**config.mk**
```make
export PLATFORM = sky130hd
export DESIGN_NAME = fetch_unit
export DESIGN_NICKNAME = d
export VERILOG_FILES = /design/src/rtl/fetch_pkg.sv /design/src/rtl/fetch_pc.sv /design/src/rtl/fetch_unit.sv
export SDC_FILE = /design/constraint.sdc
export NUM_CORES = 1
export LEC_CHECK = 0
export CAP_MARGIN = 10
export CORE_MARGIN = 2
export CORE_UTILIZATION = 55
export CTS_CLUSTER_DIAMETER = 100
export DETAILED_ROUTE_END_ITERATION = 7
export DONT_BUFFER_PORTS = 1
export GPL_TIMING_DRIVEN = 1
export HOLD_SLACK_MARGIN = 0.1
export MAX_ROUTING_LAYER = met4
export PLACE_DENSITY_LB_ADDON = 0.25
export SLEW_MARGIN = 20
export SYNTH_ARGS = -nofsm -noshare
export SYNTH_HDL_FRONTEND = slang
export SYNTH_SLANG_ARGS = --single-unit
```
**constraint.sdc**
```tcl
create_clock -name clk -period 1.8 [get_ports clk]
set_input_delay 0.09 -clock clk [delete_from_list [all_inputs] [get_ports clk]]
set_output_delay 0.09 -clock clk [all_outputs]
set_load 0.02 [all_outputs]
```
**src/rtl/fetch_pkg.sv**
```systemverilog
// Shared types and default parameters for the instruction fetch unit.
package fetch_pkg;

    localparam int ADDR_W_DEF   = 8;
    localparam int INSTR_W_DEF  = 16;
    localparam int RESET_PC_DEF = 0;

    // Control states of the fetch/load sequencer.
    typedef enum logic [2:0] {
        IDLE    = 3'd0,
        FETCH   = 3'd1,
        HOLD    = 3'd2,
        WSETUP  = 3'd3,
        WSTROBE = 3'd4
    } state_t;

endpackage

```
**src/rtl/fetch_pc.sv**
```systemverilog
// Program counter: synchronous reset, jump load, increment (load wins).
module fetch_pc #(
    parameter int ADDR_W   = 8,
    parameter int RESET_PC = 0
) (
    input  logic              clk,
    input  logic              rst_n,
    input  logic              load_i,
    input  logic [ADDR_W-1:0] load_addr_i,
    input  logic              inc_i,
    output logic [ADDR_W-1:0] pc_o
);

    localparam logic [ADDR_W-1:0] RESET_PC_V = ADDR_W'(RESET_PC);

    logic [ADDR_W-1:0] pc_q;
    logic [ADDR_W-1:0] pc_d;

    // Next PC: a jump overrides the sequential increment; increment wraps naturally.
    always_comb begin
        pc_d = pc_q;
        if (load_i) begin
            pc_d = load_addr_i;
        end else if (inc_i) begin
            pc_d = pc_q + ADDR_W'(1);
        end
    end

    // PC register with synchronous active-low reset.
    always_ff @(posedge clk) begin
        if (!rst_n) begin
            pc_q <= RESET_PC_V;
        end else begin
            pc_q <= pc_d;
        end
    end

    assign pc_o = pc_q;

endmodule

```
**src/rtl/fetch_unit.sv**
```systemverilog
// Instruction fetch unit: fetches words from a combinational code memory
// into a one-entry output register and, while stopped, writes program-load
// words into the same memory with a setup cycle followed by a strobe cycle.
//
// Handshakes: a word moves on instr_* when instr_valid=1 and instr_ready=1 in
// the same cycle; a load word moves when load_valid=1 and load_ready=1 in the
// same cycle. valid never depends on ready, and the payload stays stable while
// valid=1 and ready=0 (a jump may withdraw a held instruction word).
module fetch_unit
    import fetch_pkg::*;
#(
    parameter int ADDR_W   = ADDR_W_DEF,
    parameter int INSTR_W  = INSTR_W_DEF,
    parameter int RESET_PC = RESET_PC_DEF
) (
    input  logic               clk,
    input  logic               rst_n,
    input  logic               run,
    input  logic               jump_valid,
    input  logic [ADDR_W-1:0]  jump_addr,
    output logic               instr_valid,
    input  logic               instr_ready,
    output logic [INSTR_W-1:0] instr,
    output logic [ADDR_W-1:0]  instr_pc,
    input  logic               load_valid,
    output logic               load_ready,
    input  logic [ADDR_W-1:0]  load_addr,
    input  logic [INSTR_W-1:0] load_data,
    output logic               code_en,
    output logic               code_rw,
    output logic [ADDR_W-1:0]  code_addr,
    output logic [INSTR_W-1:0] code_wdata,
    input  logic [INSTR_W-1:0] code_rdata,
    output logic [2:0]         dbg_state_o
);

    state_t              state_q, state_d;
    logic [INSTR_W-1:0]  instr_q, instr_d;
    logic [ADDR_W-1:0]   instr_pc_q, instr_pc_d;
    logic                code_en_q, code_en_d;
    logic                code_rw_q, code_rw_d;
    logic [ADDR_W-1:0]   code_addr_q, code_addr_d;
    logic [INSTR_W-1:0]  code_wdata_q, code_wdata_d;
    logic                pc_load;
    logic                pc_inc;
    logic [ADDR_W-1:0]   pc;

    fetch_pc #(
        .ADDR_W   (ADDR_W),
        .RESET_PC (RESET_PC)
    ) u_pc (
        .clk         (clk),
        .rst_n       (rst_n),
        .load_i      (pc_load),
        .load_addr_i (jump_addr),
        .inc_i       (pc_inc),
        .pc_o        (pc)
    );

    // Next-state and registered-output decode for the fetch/load sequencer.
    always_comb begin
        state_d      = state_q;
        instr_d      = instr_q;
        instr_pc_d   = instr_pc_q;
        code_en_d    = code_en_q;
        code_rw_d    = code_rw_q;
        code_addr_d  = code_addr_q;
        code_wdata_d = code_wdata_q;
        pc_load      = 1'b0;
        pc_inc       = 1'b0;

        case (state_q)
            IDLE: begin
                pc_load = jump_valid;
                if (run) begin
                    state_d = FETCH;
                end else if (load_valid) begin
                    code_rw_d    = 1'b1;
                    code_addr_d  = load_addr;
                    code_wdata_d = load_data;
                    state_d      = WSETUP;
                end
            end
            FETCH: begin
                if (jump_valid) begin
                    pc_load = 1'b1;
                    state_d = run ? FETCH : IDLE;
                end else if (run) begin
                    instr_d    = code_rdata;
                    instr_pc_d = pc;
                    pc_inc     = 1'b1;
                    state_d    = HOLD;
                end else begin
                    state_d = IDLE;
                end
            end
            HOLD: begin
                if (jump_valid) begin
                    pc_load = 1'b1;
                    state_d = run ? FETCH : IDLE;
                end else if (instr_ready) begin
                    state_d = run ? FETCH : IDLE;
                end
            end
            WSETUP: begin
                code_en_d = 1'b1;
                state_d   = WSTROBE;
            end
            WSTROBE: begin
                code_en_d = 1'b0;
                code_rw_d = 1'b0;
                state_d   = IDLE;
            end
            default: begin
                state_d = IDLE;
            end
        endcase

        // Entering FETCH never coincides with an increment, so the address
        // presented is either the redirect target or the current PC.
        if (state_d == FETCH) begin
            code_addr_d = jump_valid ? jump_addr : pc;
        end
    end

    // State and registered outputs; reset overrides everything, including a write in flight.
    always_ff @(posedge clk) begin
        if (!rst_n) begin
            state_q      <= IDLE;
            instr_q      <= '0;
            instr_pc_q   <= '0;
            code_en_q    <= 1'b0;
            code_rw_q    <= 1'b0;
            code_addr_q  <= '0;
            code_wdata_q <= '0;
        end else begin
            state_q      <= state_d;
            instr_q      <= instr_d;
            instr_pc_q   <= instr_pc_d;
            code_en_q    <= code_en_d;
            code_rw_q    <= code_rw_d;
            code_addr_q  <= code_addr_d;
            code_wdata_q <= code_wdata_d;
        end
    end

    assign instr_valid = (state_q == HOLD);
    assign load_ready  = (state_q == IDLE) && !run;
    assign instr       = instr_q;
    assign instr_pc    = instr_pc_q;
    assign code_en     = code_en_q;
    assign code_rw     = code_rw_q;
    assign code_addr   = code_addr_q;
    assign code_wdata  = code_wdata_q;
    assign dbg_state_o = state_q;

endmodule

```
==> reports/summary.txt <==
=======================================================================================
Portion of the post-synthesis area used by sequential elements                    48.6%
Final standard cell utilization of the core                                       75.1%
Final Cycle Share                                                                 96.5%
Post-route antenna net violation count                                                0
Fmax                                                                          0.576 GHz
P_leak                                                                          1.21 nW
Synthesized netlist net count                                                       369
Effective utilization at floorplan                                                57.4%
Leading register cell type out of synthesis                                sky130_fd_sc_hd__dfxtp_1
Number of max-cap violations                                                          0
Number of violations reported at the end of detailed-routing iteration 0            147
Count of inserted antenna diode cells                                                 0
Signed area change from the synthesized netlist to the final layout               30.8%
Vias in the first global route                                                     2370
WP buf/inv                                                                            2
Share of total power in combinational logic                                       13.8%
Final-report hold violation count                                                     0
Worst reg-to-reg setup slack                                                    0.06 ns
Post-detailed-route wirelength per cell                                         15.2 um
Max Slew Vio Count                                                                    0
DRC                                                                                   0
Synthesized instance count                                                          314
Pwr Density                                                                 905 mW/mm^2
Final critical delay including setup and external delays                        1.74 ns
Fraction of power consumed by sequential logic                                    52.2%
Slowest-stage cell, CP                                                     sky130_fd_sc_hd__dlygate4sd3_1
Routing layer with the top usage in global route                                   met2
IO Port Bufs                                                                          0
Skew final                                                                   0.00663 ns
Commonest cells in the netlist                                             sky130_fd_sc_hd__nand2_1, sky130_fd_sc_hd__dfxtp_1, sky130_fd_sc_hd__a21oi_1, sky130_fd_sc_hd__clkbuf_1, sky130_fd_sc_hd__nor2_1
Count of TritonRoute iterations in the first routing pass                             4
Flops & latches, synth                                                               61
Largest stage delay on the critical path                                        0.57 ns
Count of clock tree sinks                                                            61
Number of buffers between clock root and the deepest sink                             2
Full die area                                                              0.00513 mm^2
Status                                                                     finished, final reports clean
Max-slew headroom                                                                 73.1%
Setup Viol. Count Final                                                               0
Power Internal                                                                  2.18 mW
Worst IR drop on VDD                                                           0.553 mV
Nets                                                                                424
Min-delay worst type                                                          in -> reg
Worst Tran Pin Value                                                           0.402 ns
Cells taking the most area after synthesis                                 sky130_fd_sc_hd__dfxtp_1, sky130_fd_sc_hd__nand2_1, sky130_fd_sc_hd__a21oi_1
Family with the most delay on the worst path                               buffers and inverters
Proportion of synthesized flip-flops having asynchronous set or reset                0%
DIE WIDTH                                                                       71.6 um
Via/cell ratio                                                                     5.64
Design area                                                                0.00329 mm^2
H-tree depth                                                                          3
RSZ-0062 raised after global routing                                              false
Largest net degree at the start of global routing                                    35
Die boundary height                                                             71.6 um
Via total after detailed routing                                                   2390
Gpl congestion                                                                    0.832
Clk_lat worst skew                                                              0.32 ns
Required @ worst endpoint                                                       2.05 ns
Global-route wire length before repair                                         10600 um
Category of the most critical setup path                                     reg -> reg
Crit path launch type                                                          register
Proportion of layout cells with a drive suffix above 1                            8.87%
Met1 track demand over resource                                                   30.2%
Remaining global-route overflow                                                       0
Post-DP HPWL                                                                    4020 um
Worst Setup End Kind                                                           register
Post-route total power                                                          2.98 mW
Synthesized area per cell                                                     8.01 um^2
Post-place setup slack                                                         0.155 ns
Total area of multi-input combinational cells                              0.00119 mm^2
Sequential cell area                                                       0.00122 mm^2
Setup total negative slack                                                         0 ns
CP Max Fanout                                                                        11
Proportion of netlist area held by the largest area contributor                   48.6%
Area of the mapped netlist                                                 0.00251 mm^2
Chain of cells forming the critical path                                   buf_4 > and2_1 > a22oi_1 > dlygate4sd3_1 > a21oi_1
Leading area contributor after synthesis                                   sky130_fd_sc_hd__dfxtp_1
Reported net switching power                                                   0.799 mW
Share of power burned in the clock network                                        34.1%
Root buffer cell                                                           sky130_fd_sc_hd__clkbuf_8
I/O pin count                                                                       109
Unique cell type count in the Yosys netlist                                          36
Met3 global-route usage                                                           6.75%
Cell with the most instances after synthesis                               sky130_fd_sc_hd__nand2_1
Core Footprint                                                             0.00438 mm^2
Number of core rows                                                                  24
Arrival time at the worst endpoint                                              1.99 ns
Number of warnings printed during yosys synthesis                                     0
Clock slew at the register clock pins of the worst setup and hold paths         0.06 ns
Number of enable-type register cells in the synthesized netlist                       0
Switching Fraction                                                                26.8%
Overall fraction of global-route tracks in use                                    26.6%
Met2 capacity usage during global routing                                         45.5%
Detailed-route wire length                                                      6450 um
Antenna violations before repair                                                      0
Clock tree from TritonCTS                                                           yes
Number of buffers created by CTS                                                      9
Instance area after placement                                              0.00259 mm^2
Count of fill cells added during filler insertion                                   333
Setup slack after layout                                                      0.0638 ns
=======================================================================================
[power by group through the flow]
stage	Clock [mW]	Sequential, mW	Combinational [mW]
final	1.01	1.55	0.411
after global routing	1.10	1.56	0.457
after CTS	1.04	1.55	0.405
after detailed placement	0	1.58	0.307
after global placement	0	1.58	0.300
after floorplan	0	1.57	0.244
[placed cells by master, fill, tap and decap left out, types with 2 or more instances in the layout]
master                          instances
sky130_fd_sc_hd__mux2i_1                8
sky130_fd_sc_hd__nand3b_1               3
sky130_fd_sc_hd__and3_1                 3
sky130_fd_sc_hd__nor2_2                 2
sky130_fd_sc_hd__or4_1                  8
sky130_fd_sc_hd__dlygate4sd3_1         53
sky130_fd_sc_hd__inv_1                  2
sky130_fd_sc_hd__buf_4                 12
sky130_fd_sc_hd__and3b_1                2
sky130_fd_sc_hd__nor4_1                 2
sky130_fd_sc_hd__nor3_2                 2
sky130_fd_sc_hd__nor3_1                 3
sky130_fd_sc_hd__clkbuf_8              11
sky130_fd_sc_hd__o211ai_1               2
sky130_fd_sc_hd__a211oi_1               2
sky130_fd_sc_hd__a31oi_1                2
sky130_fd_sc_hd__a21oi_1               60
sky130_fd_sc_hd__dfxtp_1               61
sky130_fd_sc_hd__nor2_1                11
sky130_fd_sc_hd__a22oi_1               10
sky130_fd_sc_hd__nand2_1               87
sky130_fd_sc_hd__o21ai_1                4
sky130_fd_sc_hd__clkinv_2               2
sky130_fd_sc_hd__nand3_1                4
sky130_fd_sc_hd__and2_1                 2
[cell type report]
| cell class | count | area share [%] |
|---|---|---|
| clock buffers | 12 | 4.71 |
| clock inverters | 2 | 0.304 |
| inverters | 3 | 0.342 |
| multi-input cells | 228 | 36.1 |
| flip-flops and latches | 61 | 37.1 |
| well taps | 52 | 1.98 |
| repair buffers | 66 | 19.5 |
[cells by family (layout without fill, tap and decap cells)]
group                      count (synthesis)  after routing  share of synthesized area [%]
muxes                                      8              8                           3.18
adders and majority gates                  1              1                          0.497
AOI/OAI and AO/OA                         85             85                           19.0
buffers and inverters                     25             83                           4.53
and+or+nand+nor                          133            133                           23.9
xor gates and xnor gates                   1              1                          0.348
DFF                                       61             61                           48.6
[path summary, 6_finish.rpt]
kind,from,end,cells past startpoint
worst min register to register,u_pc.pc_o[7],instr_pc[7],2
worst max-delay path,dbg_state_o[1],dbg_state_o[1],5
worst min-delay path,jump_valid,code_addr[3],3
worst max register to register,dbg_state_o[1],dbg_state_o[1],5
[registers in the layout, indices dropped and copies added (netlist names)]
signal / count
instr: 16
code_addr: 8
instr_pc: 8
u_pc.pc_o: 8
code_en: 1
code_rw: 1
code_wdata: 16
dbg_state_o: 3
[tightest hold or removal path, cell delays in order]
cell and delay (ns):
sky130_fd_sc_hd__mux2i_1 0.12, sky130_fd_sc_hd__or4_1 0.11, sky130_fd_sc_hd__a21oi_1 0.06
[through the flow]
stage	instances	hold slack [ns]
floorplan	314	0.226
global placement	357	0.228
detailed placement	357	0.233
CTS	424	0.101
global route	424	0.116
finish	424	0.116
[what timing repair did]
item | in CTS | in global routing
setup buffers | 0 | 0
endpoints found under the hold margin | 53 | 0
gates resized for setup | 0 | 1
setup endpoints to repair | 0 | 1
hold buffers | 53 | 0
[per-layer routing]
metal  part of all wire [%]  vias up
li1                       -     1186
met2                     51       99
met1                     40     1105
met3                    8.8        0
met4                      0        0
met5                      0        -
Note: power is estimated with default switching activity, not from simulation.
